## config.mk

```make
export PLATFORM = sky130hd
export DESIGN_NAME = ik_frame_sequencer
export DESIGN_NICKNAME = d
export VERILOG_FILES = /design/src/rtl/ik_frame_sequencer.sv
export SDC_FILE = /design/constraint.sdc
export NUM_CORES = 1
export LEC_CHECK = 0
export BUFFER_PORTS_ARGS = -buffer_cell sky130_fd_sc_hd__buf_2
export CAP_MARGIN = 0
export CORE_MARGIN = 3
export CORE_UTILIZATION = 58
export CTS_CLUSTER_DIAMETER = 30
export DETAILED_ROUTE_END_ITERATION = 12
export GPL_TIMING_DRIVEN = 0
export HOLD_SLACK_MARGIN = 0.03
export PLACE_DENSITY = 0.87
export SYNTH_ARGS = -nofsm -noshare
export SYNTH_HDL_FRONTEND = slang
export SYNTH_SLANG_ARGS = --single-unit
```

## constraint.sdc

```tcl
create_clock -name clock -period 4 [get_ports clock]
set_input_delay 0 -clock clock [delete_from_list [all_inputs] [get_ports clock]]
set_output_delay 0 -clock clock [all_outputs]
set_load 0.1 [all_outputs]
```

## src/rtl/ik_frame_sequencer.sv

```systemverilog
// Frame sequencer for the per-leg inverse-kinematics pipelines.
// Accepts a setpoint, broadcasts it, then runs stage1 and stage2 on every leg
// in lockstep while gathering per-leg valids. Each stage has a watchdog. An
// update-rate holdoff spaces out accepted setpoints, and abort cancels a frame.
module ik_frame_sequencer #(
    parameter int NUM_LEGS      = 3,
    parameter int TIMEOUT       = 256,
    parameter int UPDATE_PERIOD = 1000000
) (
    input  logic                clock,
    input  logic                rst_n,
    input  logic                sp_valid,
    output logic                sp_ready,
    input  logic [8:0]          sp_lx,
    input  logic [8:0]          sp_ly,
    input  logic [7:0]          sp_lz,
    output logic [8:0]          lx,
    output logic [8:0]          ly,
    output logic [7:0]          lz,
    output logic                stage_rst,
    output logic                s1_enable,
    input  logic [NUM_LEGS-1:0] s1_valid,
    output logic                s2_enable,
    input  logic [NUM_LEGS-1:0] s2_valid,
    input  logic                abort,
    output logic                busy,
    output logic                frame_done,
    output logic                timeout_err
);

    localparam int WDW = $clog2(TIMEOUT);
    localparam logic [WDW-1:0] WD_LAST = WDW'(TIMEOUT - 1);
    localparam int HOW = (UPDATE_PERIOD > 1) ? $clog2(UPDATE_PERIOD) : 1;
    localparam logic [HOW-1:0] HOLD_LOAD = (UPDATE_PERIOD > 1) ? HOW'(UPDATE_PERIOD - 1) : '0;
    localparam logic [NUM_LEGS-1:0] ALL_LEGS = {NUM_LEGS{1'b1}};

    typedef enum logic [2:0] {
        ST_IDLE,
        ST_CLEAR,
        ST_S1,
        ST_S2,
        ST_DONE,
        ST_ERR
    } state_t;

    state_t              state_q, state_d;
    logic [8:0]          lx_q, lx_d;
    logic [8:0]          ly_q, ly_d;
    logic [7:0]          lz_q, lz_d;
    logic [NUM_LEGS-1:0] mask1_q, mask1_d;
    logic [NUM_LEGS-1:0] mask2_q, mask2_d;
    logic [WDW-1:0]      wd_q, wd_d;
    logic [HOW-1:0]      hold_q, hold_d;
    logic                terr_q, terr_d;
    logic                abort_rst;

    // Registered copies of the Moore outputs, computed from the next state
    logic sp_ready_q, sp_ready_d;
    logic stage_rst_q, stage_rst_d;
    logic s1_enable_q, s1_enable_d;
    logic s2_enable_q, s2_enable_d;
    logic busy_q, busy_d;
    logic frame_done_q, frame_done_d;

    logic [NUM_LEGS-1:0] mask1_acc;
    logic [NUM_LEGS-1:0] mask2_acc;

    assign mask1_acc = mask1_q | s1_valid;
    assign mask2_acc = mask2_q | s2_valid;

    // Next-state, datapath and output decode for the whole frame controller
    always_comb begin
        state_d   = state_q;
        lx_d      = lx_q;
        ly_d      = ly_q;
        lz_d      = lz_q;
        mask1_d   = mask1_q;
        mask2_d   = mask2_q;
        wd_d      = wd_q;
        hold_d    = (hold_q != '0) ? hold_q - 1'b1 : hold_q;
        terr_d    = terr_q;
        abort_rst = 1'b0;

        case (state_q)
            ST_IDLE: begin
                if (sp_valid && (hold_q == '0)) begin
                    lx_d    = sp_lx;
                    ly_d    = sp_ly;
                    lz_d    = sp_lz;
                    hold_d  = HOLD_LOAD;
                    terr_d  = 1'b0;
                    state_d = ST_CLEAR;
                end
            end
            ST_CLEAR: begin
                mask1_d = '0;
                mask2_d = '0;
                wd_d    = '0;
                if (abort) begin
                    abort_rst = 1'b1;
                    state_d   = ST_IDLE;
                end else begin
                    state_d = ST_S1;
                end
            end
            ST_S1: begin
                mask1_d = mask1_acc;
                if (abort) begin
                    abort_rst = 1'b1;
                    state_d   = ST_IDLE;
                end else if (mask1_acc == ALL_LEGS) begin
                    wd_d    = '0;
                    state_d = ST_S2;
                end else if (wd_q == WD_LAST) begin
                    terr_d  = 1'b1;
                    state_d = ST_ERR;
                end else begin
                    wd_d = wd_q + 1'b1;
                end
            end
            ST_S2: begin
                mask2_d = mask2_acc;
                if (abort) begin
                    abort_rst = 1'b1;
                    state_d   = ST_IDLE;
                end else if (mask2_acc == ALL_LEGS) begin
                    state_d = ST_DONE;
                end else if (wd_q == WD_LAST) begin
                    terr_d  = 1'b1;
                    state_d = ST_ERR;
                end else begin
                    wd_d = wd_q + 1'b1;
                end
            end
            ST_DONE: state_d = ST_IDLE;
            ST_ERR:  state_d = ST_IDLE;
            default: state_d = ST_IDLE;
        endcase

        sp_ready_d   = (state_d == ST_IDLE) && (hold_d == '0);
        stage_rst_d  = (state_d == ST_CLEAR) || (state_d == ST_ERR) || abort_rst;
        s1_enable_d  = (state_d == ST_S1) && (state_q != ST_S1);
        s2_enable_d  = (state_d == ST_S2) && (state_q != ST_S2);
        busy_d       = (state_d != ST_IDLE);
        frame_done_d = (state_d == ST_DONE);
    end

    // State, latched setpoint, masks, counters and registered outputs
    always_ff @(posedge clock or negedge rst_n) begin
        if (!rst_n) begin
            state_q      <= ST_IDLE;
            lx_q         <= '0;
            ly_q         <= '0;
            lz_q         <= '0;
            mask1_q      <= '0;
            mask2_q      <= '0;
            wd_q         <= '0;
            hold_q       <= '0;
            terr_q       <= 1'b0;
            sp_ready_q   <= 1'b1;
            stage_rst_q  <= 1'b0;
            s1_enable_q  <= 1'b0;
            s2_enable_q  <= 1'b0;
            busy_q       <= 1'b0;
            frame_done_q <= 1'b0;
        end else begin
            state_q      <= state_d;
            lx_q         <= lx_d;
            ly_q         <= ly_d;
            lz_q         <= lz_d;
            mask1_q      <= mask1_d;
            mask2_q      <= mask2_d;
            wd_q         <= wd_d;
            hold_q       <= hold_d;
            terr_q       <= terr_d;
            sp_ready_q   <= sp_ready_d;
            stage_rst_q  <= stage_rst_d;
            s1_enable_q  <= s1_enable_d;
            s2_enable_q  <= s2_enable_d;
            busy_q       <= busy_d;
            frame_done_q <= frame_done_d;
        end
    end

    assign sp_ready    = sp_ready_q;
    assign lx          = lx_q;
    assign ly          = ly_q;
    assign lz          = lz_q;
    assign stage_rst   = stage_rst_q;
    assign s1_enable   = s1_enable_q;
    assign s2_enable   = s2_enable_q;
    assign busy        = busy_q;
    assign frame_done  = frame_done_q;
    assign timeout_err = terr_q;

endmodule

```

After elaboration in Yosys (flattened, before gate mapping)
Cells that the tools add are included.

word-level totals
  register bits after elaboration = 70
  input bits = 36
  output and inout bits = 33

cells by class
  add/sub/neg operators = 2
  eq/ne operators = 18
  mux-type cells = 28
  bitwise logic cells = 2
  reductions and logical operators = 20

operator list
  operator                                                               number
  20-bit two-way mux                                                     3
  20-bit logical NOT                                                     2
  8-bit two-way mux                                                      5
  8-bit one-hot mux with 3 select lines                                  1
  20-bit nonzero test                                                    1
  20-bit by 1-bit subtractor with 20-bit output, second input constant   1
  3-bit two-way mux                                                      6
  3-bit by 2-bit equality test with 1-bit output, second input constant  4
  3-bit equality test, second input constant                             4
  3-bit one-hot mux with 2 select lines                                  2
  3-bit one-hot mux with 4 select lines                                  1
  2-bit != test, second input constant                                   5
  3-bit nonzero test                                                     3
  8-bit by 1-bit adder with 8-bit output, second input constant          1
  8-bit equality test, second input constant                             1
  1-bit two-way mux                                                      8
  3-bit by 1-bit equality test with 1-bit output, second input constant  2
  3-bit logical NOT                                                      2
  3-bit by 2-bit != test with 1-bit output, second input constant        2
  3-bit bitwise OR                                                       2
  6-bit AND reduction                                                    1
  1-bit logical AND                                                      4
  4-bit AND reduction                                                    1
  2-bit nonzero test                                                     2
  other kinds (5)                                                        6

Longest topological paths before layout
Gate-level depths: netlist of the first run.

  depth in word-level cells = 8
  gate-level depth with buffers = 9

Worst setup path before layout of the first run
OpenSTA, ideal clock, no wires.

  path kind = flip-flop to flip-flop
  from = reg hold_q[0]
  to = reg sp_ready_q (netlist: sp_ready)
  data arrival time = 1943 ps
  data required time = 3937 ps
  path slack = 1993 ps
  cell stages (with the launch flop) = 9
  path buffers = 0
  cell sequence = dfrtp_1 inv_1 ha_1 nor2b_1 nand4_2 nor3_4 and3b_1 nor4_1 and4_1

on the way
  longest elaborated chain between the ends = 6
  elaborated cells on any way between the ends = 12
  classes of those cells = add/sub (1); mux (5); reduce/logical (6)

RTL lines
  element                                                                line    source
  from (decl)                                                            53      logic [HOW-1:0] hold_q, hold_d;
  from (signal assigned)                                                 174     hold_q <= hold_d;
  20-bit by 1-bit subtractor with 20-bit output (tied with other cells)  80      hold_d = (hold_q != '0) ? hold_q - 1'b1 : hold_q;
  20-bit two-way mux / 1-bit logical AND (equally long branches)         80, 86
  20-bit two-way mux                                                     86      if (sp_valid && (hold_q == '0)) begin
  20-bit two-way mux *                                                   84      case (state_q)
  named net hold_d[9]                                                    53
  20-bit logical NOT *                                                   140     sp_ready_d = (state_d == ST_IDLE) && (hold_d == '0);
  1-bit logical AND *                                                    140
  named net sp_ready_d                                                   58      logic sp_ready_q, sp_ready_d;
  to (signal assigned)                                                   176     sp_ready_q <= sp_ready_d;
  to (decl)                                                              58

The timed path passes the listed nets; every way through them passes the cells marked *.
A chain may end at the register's enable or synchronous reset.

Worst setup path after layout of the first run
Same ends and word-level chain as after synthesis.

==> results of run 1 <==
==> worst register-to-register path: stages, from the launching register on <==
cell      delay (ns)
dfrtp_1         0.40
inv_1           0.11
ha_1            0.22
nor2b_1         0.16
and4_1          0.26
nand2_1         0.14
clkbuf_1        0.47
a21oi_1         0.26
nor4_1          0.41
and4_1          0.29
==> stage by stage <==
step | util | hold WS, ns | total power [mW]
after floorplan | - | -0.296 | 1.15
after global placement | 0.698 | 0.230 | 1.23
after detailed placement | 0.698 | 0.159 | 1.25
after CTS | 0.801 | 0.122 | 1.85
after global routing | 0.801 | 0.163 | 1.97
final | 0.801 | 0.136 | 1.88
==> state kept, by name, summed over array words and instances (netlist names) <==
signal and cells:
sp_ready 1, frame_done 1, lx 9, state_q 3
s2_enable 1, ly 9, mask1_q 3, timeout_err 1
lz 8, hold_q 20, wd_q 8, mask2_q 3
stage_rst 1, s1_enable 1, busy 1
==> layout make-up <==
type	count	area, um^2
multi-input cells	202	1420
fillers	290	1050
repair buffers	102	683
plain buffers	9	42.5
clock inverters	5	58.8
clock buffers	11	141
well taps	70	87.6
inverters	10	37.5
flip-flops and latches	70	1750
==> power by group through the flow <==
stage	combinational, mW	sequential, mW	clock [mW]
floorplan	0.236	0.910	0
global placement	0.303	0.926	0
detailed placement	0.317	0.935	0
CTS	0.349	0.923	0.577
global route	0.410	0.945	0.613
finish	0.372	0.932	0.579
==> cells in the final DEF, fill, tap and decap left out, drive strengths merged, types with 2 or more instances in the layout <==
master and instances:
nand3 6, dlygate4sd3 34, a21oi 20, nor4b 4, nand4 3, and2 2, clkbuf 15, a211oi 2
and4 3, o21ai 15, nand2 16, clkinvlp 2, inv 10, and3 4, clkinv 2, buf 73
xnor2 4, a21o 2, nor3 14, mux2 26, a31oi 4, or4 2, a2111oi 2, o31ai 3
nor2b 2, xor2 8, nor2 29, nor4 8, ha 3, dfrtp 69, or3 3
==> worst paths after layout <==
kind,end,cells past startpoint,start
hold / removal,timeout_err$_DFFE_PN0P_,3,sp_valid
setup reg to reg,sp_ready$_DFF_PN1_,9,hold_q[0]$_DFF_PN0_
max in group asynchronous,hold_q[11]$_DFF_PN0_,2,rst_n
setup / recovery,sp_ready$_DFF_PN1_,9,hold_q[0]$_DFF_PN0_
hold reg to reg,ly[0]$_DFFE_PN0P_,1,ly[0]$_DFFE_PN0P_
min in group asynchronous,wd_q[4]$_DFFE_PN0P_,2,rst_n
==> timing repair <==
| action | CTS | global route |
|---|---|---|
| hold buffers | 34 | 0 |
| gates resized for setup | 0 | 0 |
| setup endpoints to repair | 0 | 0 |
| endpoints found under the hold margin | 103 | 0 |
==> routing by layer <==
metal	global-route usage	wire length (um)
met1	0.382	3540
met2	0.498	4540
met3	0.0843	746
met4	0.113	278
met5	0	0
==> logic make-up (layout without fill, tap and decap cells) <==
kind of cell             count (synthesis)  count (layout)
AND/OR/NAND/NOR                        101             101
flip-flops                              70              70
AO/OA/AOI/OAI                           59              59
multiplexers                            27              27
buffers and inverters                   19             137
XOR/XNOR                                12              12
adder cells (fa/ha/maj)                  3               3
==> impl_metrics.toml, run 1 <==
[status]
status = "completed"

[routing]
wirelength_um = 9110
wire_per_inst_um = 19.0
first_pass_iters = 8
vias = 2932
viasPerCell = 6.12
drt_iter0_drc = 257
antenna_left = 0
drc = 0

[placed_design]
dp_cells = 429
io_buffers = 68
dp_hpwl_um = 5080
post-place-ws_ns = 1.53
dpl-instance-area_um2 = 3680
gp_congestion = 0.877

[pwr]
clkPwrFrac = 0.307
seq_power_share = 0.495
peakVddDrop_uv = 304
p_int_mw = 1.27
p_sw_frac = 0.326
p_switching_uw = 614
power.density_nw_per_um2 = 446
p_leak_nw = 2.11
share_comb_of_total_power = 0.198

[timing]
skew_ns = 0.0130
period_share = 0.698
fin_crit_ns = 2.79
hold_viol = 0
drv_slew = 0
max_slew_margin = 0.431
rsz0062_at_grt = "false"
tightestPinTransition_ns = 0.853
finalSetupViolations = 0
fmax_mhz = 358
totalNegativeSetupSlack_ns = 0
fin_ws_ns = 1.21

[cts]
cts.sinks = 70
cts_tree = "yes"
cts_setup_buffers = 0
insertion_delay_ns = 0.35
htreeDepth = 3
clkTransAtPathRegs_ns = 0.07
clk_path_buf_depth = 2
root_buffer = "clkbuf_8"
cts_made_buffers = 9

[final_layout]
area_delta_synth_final_pct = 29.9
fin_cells = 479
fin_area_um2 = 4220
drive_above_1_share = 0.306
nets = 443
diodes = 0

[floorplanning]
row_count = 26
dieWidth_um = 80.9
die_h_um = 80.9
io-pin-count = 69
initial_core_util = 0.617
fp.dieArea_um2 = 6540
coreArea_um2 = 5270

[worst_setup_path]
critPathRequiredTime_ns = 4.27
path_max_fanout = 10
ff2ff_setup_slack_ns = 1.21
slowest_stage = "clkbuf_1"
cpMostUsedCell = "and4_1"
crit_family = "simple AND/OR/NAND/NOR gates"
arrival_ns = 3.07
path_class = "reg -> reg"
endpoint_kind = "register"
cp_num_buf_inv = 2
cp_slowest_stage_delay_ns = 0.47
timing.critical_path.cells = "inv_1 -> ha_1 -> nor2b_1 -> and4_1 -> nand2_1 -> clkbuf_1 -> a21oi_1 -> nor4_1 -> and4_1"
worst_setup_path_start_kind = "register"

[synth]
syn_inst = 291
synth_enable_flop_cells = 0
synth_async_sr_flop_share = 1.00
avgSynthCellArea_um2 = 11.2
synth_seq_cells = 70
syn_area_um2 = 3250
synth_top_cell_area_share = 0.531
synth_top_family_by_area = "simple AND/OR/NAND/NOR gates"
yosys_warnings = 0
synth_area_leaders = "dfrtp_1 53%, mux2_2 9.0%, nor2_1 3.4%"
synthAdderAreaFrac = 0.0116
synth_area_leader_cell = "dfrtp_1"
yosysUniqueCellTypes = 58
ys.flop_type = "dfrtp_1"
synthXorXnorAreaFrac = 0.0323
syn-num-nets = 330
synth.most_common_cell = "dfrtp_1"
synth-simple-area-share = 0.186
muxShareOfSynthArea = 0.0932
synth_compound_area_frac = 0.113
ys_top_cells_by_count = "69 x dfrtp_1, 29 x nor2_1, 26 x mux2_2"
yosysSeqAreaShare = 0.539

[worst_hold_path]
hold_path.class = "in -> reg"

[global_routing]
antenna_found_initial = 0
grt_pass1_wl_um = 14800
grt_use_total = 0.303
grt-ovfl-total = 0
first_global_vias = 2910
grt_max_degree = 71

[flow_run]
drv_cap = 0
Power figures use the tool's default switching activity.
==> run 2: changes to the inputs <==
Settings changed: ABC_AREA set to 1, CORE_UTILIZATION 58 to 55, PLACE_DENSITY 0.87 to 0.83.
Clock period 4 ns to 2.8 ns, I/O delays scaled along.
==> run 2 against run 1 <==
  * Synthesized cell count increased by 38%
  * Highest routed layer unchanged
  * Worst hold slack got worse by 0.018 ns
  * Largest cell class unchanged
  * Clock skew fell by 0.0037 ns
  * Synthesized area is 6.5% higher
==> impl_metrics.toml, run 2 <==
[timing]
drv_slew = 0
fmax_mhz = 484
fin_crit_ns = 2.07
period_share = 0.738
skew_ns = 0.00934
hold_viol = 0
finalSetupViolations = 0
tightestPinTransition_ns = 0.857
rsz0062_at_grt = "false"
totalNegativeSetupSlack_ns = 0
max_slew_margin = 0.429

[synth]
synth_async_sr_flop_share = 1.00
syn_inst = 403
synth_area_leader_cell = "dfrtp_1"
yosysUniqueCellTypes = 30
ys_top_cells_by_count = "79 x nand2_1, 69 x dfrtp_1, 68 x inv_1"
syn_area_um2 = 3460
yosysSeqAreaShare = 0.507
syn-num-nets = 442
synth_seq_cells = 70
synth_enable_flop_cells = 0
avgSynthCellArea_um2 = 8.58
synth_area_leaders = "dfrtp_1 50%, nand2_1 8.6%, inv_1 7.4%"
synth.most_common_cell = "nand2_1"
synth_top_cell_area_share = 0.499
ys.flop_type = "dfrtp_1"
yosys_warnings = 0

[global_routing]
grtUsageMet1 = 0.277
grt_use_total = 0.239
antenna_found_initial = 0
busiest_layer = "met2"
first_global_vias = 3061
grtUsageMet2 = 0.432
grt_max_degree = 71
grt_pass1_wl_um = 13800
met3_usage = 0.0388
grt-ovfl-total = 0

[routing]
drt_iter0_drc = 254
first_pass_iters = 7
viasPerCell = 5.25
antenna_left = 0
wirelength_um = 8460
wire_per_inst_um = 14.2
vias = 3123
drc = 0

[floorplanning]
die_h_um = 85.3
coreArea_um2 = 5990
fp.dieArea_um2 = 7280
row_count = 28
io-pin-count = 69
dieWidth_um = 85.3
initial_core_util = 0.577

[final_layout]
drive_above_1_share = 0.246
largest_reg_flops = 20
fin_area_um2 = 4440
regMostFlops = "hold_q"
multi_input_area_um2 = 1420
final_common_cell = "nand2_1"
nFillCells = 415
register_area_um2 = 1750
fin_cells = 595
final_cell_mix = "79 x nand2_1, 70 x buf_2, 69 x dfrtp_1"
area_delta_synth_final_pct = 28.5
nets = 554
diodes = 0

[pwr]
share_comb_of_total_power = 0.062
p_int_mw = 1.59
peakVddDrop_uv = 349
p_sw_frac = 0.229
p_switching_uw = 472
power.density_nw_per_um2 = 463
seq_power_share = 0.508
p_leak_nw = 2.50
clkPwrFrac = 0.429

[worst_setup_path]
worst_setup_path_start_kind = "register"
arrival_ns = 2.29
endpoint_kind = "register"
critPathRequiredTime_ns = 3.03
path_max_fanout = 10
path_class = "reg -> reg"

[cts]
cts.sinks = 70
cts-hold-fix-buffers = 33
htreeDepth = 3
clkTransAtPathRegs_ns = 0.07
insertion_delay_ns = 0.35
cts_tree = "yes"
cts_setup_buffers = 0
cts_made_buffers = 9
clk_path_buf_depth = 2
root_buffer = "clkbuf_8"
cts-resized-gates = 0

[placed_design]
gp_congestion = 0.895
dp_cells = 546
dpl-instance-area_um2 = 3900
io_buffers = 68
dp_hpwl_um = 5380

[flow_run]
drv_cap = 0

[worst_hold_path]
hold_path.class = "in -> reg"

[status]
status = "completed"
run 2: changes by cell type in the layout (fill, tap and decap cells not counted), moves of 5 or more:
cell	change
nand2_1	+64
inv_1	+58
nand3_1	+26
nor2_1	+17
a21oi_1	-8
nor2_2	+7
nor4_1	-6
clkbuf_1	-5
o21ai_0	+5
run 2: critical path, stage by stage, from the launching register on:
cell     delay, ns
dfrtp_1       0.38
inv_1         0.12
ha_1          0.21
inv_1         0.05
nor2_1        0.08
nand3_1       0.08
nor2_1        0.13
nand4_1       0.25
buf_2         0.31
mux2_1        0.34
run 2: worst paths after layout:
kind / from / endpoint / slack (ns) / depth (start not counted)
min in group asynchronous: rst_n / lx[0]$_DFFE_PN0P_ / 0.30 / 2
worst max-delay path: hold_q[0]$_DFF_PN0_ / lz[4]$_DFFE_PN0P_ / 0.73 / 9
worst max register to register: hold_q[0]$_DFF_PN0_ / lz[4]$_DFFE_PN0P_ / 0.73 / 9
worst min register to register: lz[3]$_DFFE_PN0P_ / lz[3]$_DFFE_PN0P_ / 0.49 / 1
worst min-delay path: s1_valid[0] / mask1_q[0]$_DFFE_PN0P_ / 0.12 / 4
max in group asynchronous: rst_n / wd_q[2]$_DFFE_PN0P_ / 1.93 / 2
run 2: kinds of logic after synthesis:
family                     after synthesis  share of synthesized area
muxes                                   26                     0.0846
xor gates and xnor gates                 8                     0.0203
AOI/OAI and AO/OA                       35                     0.0553
and+or+nand+nor                        188                      0.240
buffers and inverters                   73                     0.0825
adders and majority gates                3                     0.0109
DFF                                     70                      0.507
run 2: stage by stage:
step	utilization	hold WS (ns)	setup WS [ns]	power, mW
after detailed placement	0.650	0.165	0.798	1.16
after global placement	0.650	0.212	0.837	1.15
final	0.742	0.118	0.732	2.06
after floorplan	-	-0.296	1.12	1.10
after CTS	0.742	0.107	0.781	2.07
after global routing	0.742	0.167	0.537	2.13
run 2: final cells by class:
type,instances,area share
buffer,4,0.00591
clock buffer,12,0.0372
sequential,70,0.394
timing repair buffer,101,0.151
clock inverter,4,0.0118
inverter,69,0.0583
multi-input combinational,260,0.320
tap,75,0.0211
run 2: power by group through the flow:
stage	registers [mW]	logic [mW]	clock network [mW]
after CTS	1.05	0.128	0.893
after detailed placement	1.07	0.0894	0
after floorplan	1.06	0.0374	0
final	1.05	0.129	0.884
after global routing	1.05	0.147	0.937
after global placement	1.06	0.0845	0
run 2: metal layers:
metal | vias up | share of wire
met3 | 28 | 0.058
met2 | 123 | 0.52
met5 | - | 0
met1 | 1464 | 0.39
li1 | 1508 | -
met4 | 0 | 0.027
==> run 3: changes to the inputs <==
Settings changed: ABC_AREA 1 to 0, CORE_UTILIZATION 55 to 49, PLACE_DENSITY 0.83 to 0.79.
Clock period 2.8 ns to 1.79 ns, I/O delays scaled along.
==> run 3 against run 2 <==
  * The flow now finishes with violations (setup timing)
  * Maximum frequency is 5.3% lower
  * Die area is 5.0% higher
  * Sequential share of layout area shrank 4.2 points
  * Critical path type unchanged
  * Critical endpoint is now sp_ready$_DFF_PN1_
==> impl_metrics.toml, run 3 (synthesis gave the netlist of run 1 again) <==
[routing]
drc = 0
drt_iter0_drc = 280
vias = 3167
wirelength_um = 10700
viasPerCell = 5.96
antenna_left = 0
first_pass_iters = 5
wire_per_inst_um = 20.1

[timing]
period_share = 1.22
drv_slew = 0
rsz0062_at_grt = "true"
skew_ns = 0.0193
fin_ws_ns = -0.395
fin_crit_ns = 2.18
max_slew_margin = 0.417
tightestPinTransition_ns = 0.875
fmax_mhz = 458
hold_viol = 0
finalSetupViolations = 38

[cts]
cts.sinks = 70
root_buffer = "clkbuf_8"
insertion_delay_ns = 0.36
clk_path_buf_depth = 2
clkTransAtPathRegs_ns = 0.10
cts_tree = "yes"
htreeDepth = 3
cts_made_buffers = 9

[pwr]
share_comb_of_total_power = 0.304
p_int_mw = 3.19
power.density_nw_per_um2 = 986
peakVddDrop_uv = 824
seq_power_share = 0.422
finalPower_mw = 4.93
clkPwrFrac = 0.274
p_sw_frac = 0.353
p_leak_nw = 2.43
p_switching_mw = 1.74

[placed_design]
io_buffers = 68
post-place-ws_ns = -0.500
gp_congestion = 0.848
dp_hpwl_um = 5030

[final_layout]
largest_reg_flops = 20
area_delta_synth_final_pct = 54.0
final_cell_mix = "67 x buf_2, 61 x dfrtp_1, 44 x buf_4"
diodes = 0
regMostFlops = "hold_q"
final_common_cell = "buf_2"
nets = 488
drive_above_1_share = 0.511

[floorplanning]
coreArea_um2 = 6390
initial_core_util = 0.509
die_h_um = 87.4
dieWidth_um = 87.4
io-pin-count = 69
fp.dieArea_um2 = 7640
row_count = 29

[flow_run]
drv_cap = 0

[worst_setup_path]
path_max_fanout = 5
startpoint = "hold_q[4]$_DFF_PN0_"
worst_setup_path_start_kind = "register"
arrival_ns = 2.47
endpoint_kind = "register"
worstReg2RegStart = "hold_q[4]$_DFF_PN0_"
critPathRequiredTime_ns = 2.08
path_class = "reg -> reg"

[global_routing]
antenna_found_initial = 0
first_global_vias = 2942
grt_max_degree = 71
grt_pass1_wl_um = 14100
grt_use_total = 0.237
grt-ovfl-total = 0

[worst_hold_path]
hold_path.class = "in -> async"

[status]
status = "finished with violations"
violations = "setup timing"
[run 3: power groups by stage]
stage	clock network (mW)	logic (mW)	registers, mW
2_1_floorplan	0	0.554	2.06
3_3_place_gp	0	0.712	2.10
3_5_place_dp	0	0.734	2.12
4_1_cts	1.34	1.01	2.07
5_1_grt	1.44	1.59	2.11
6_report	1.35	1.50	2.08
[run 3: stage by stage]
| step | TNS, ns | hold slack, ns | utilization | std cells | cell area (um^2) |
|---|---|---|---|---|---|
| CTS | -0.427 | 0.282 | 0.726 | 506 | 4630 |
| finish | -3.59 | 0.288 | 0.784 | 531 | 5000 |
| detailed placement | -14.41 | 0.165 | 0.591 | 436 | 3770 |
| global route | -6.26 | 0.338 | 0.784 | 531 | 5000 |
| global placement | -13.39 | 0.231 | 0.591 | 436 | 3770 |
| floorplan | -0.539 | -0.296 | - | 291 | 3330 |
[run 3: per-layer routing]
metal  part of all wire  track usage
met4              0.045       0.0851
met2               0.52        0.402
met5                  0            0
met1               0.37        0.290
met3              0.071       0.0634
[run 3: final timing paths]
| check | to | slack, ns | cells past startpoint |
|---|---|---|---|
| setup / recovery | sp_ready$_DFF_PN1_ | -0.39 | 8 |
| hold / removal | hold_q[19]$_DFF_PN0_ | 0.29 | 2 |
| setup reg to reg | sp_ready$_DFF_PN1_ | -0.39 | 8 |
| hold reg to reg | lx[1]$_DFFE_PN0P_ | 0.51 | 1 |
| max in group asynchronous | hold_q[12]$_DFF_PN0_ | 0.87 | 2 |
| min in group clock | timeout_err$_DFFE_PN0P_ | 0.32 | 5 |
[run 3: final cells by class]
| type | instances | area, um^2 |
|---|---|---|
| Timing Repair Buffer | 149 | 1050 |
| Tap cell | 77 | 96.3 |
| Buffer | 7 | 82.6 |
| Fill cell | 345 | 1380 |
| Clock inverter | 7 | 81.3 |
| Sequential cell | 70 | 1760 |
| Multi-Input combinational cell | 202 | 1770 |
| Inverter | 10 | 37.5 |
| Clock buffer | 9 | 124 |
[run 3: critical path, stage by stage, from the launching register on]
cell and delay, ns:
dfrtp_2 0.45, nor3_4 0.25, buf_6 0.17, nand3_4 0.10, buf_4 0.18, or4_1 0.44, a31oi_2 0.23, nor4b_2 0.08
and4_1 0.22
[run 3: timing repair]
item,in CTS,in global routing
gates resized for setup,40,40
hold endpoints to repair,104,0
gates cloned,1,0
pin swaps,18,22
endpoints found under the setup margin,48,55
buffers inserted,21,25
hold buffers,34,0
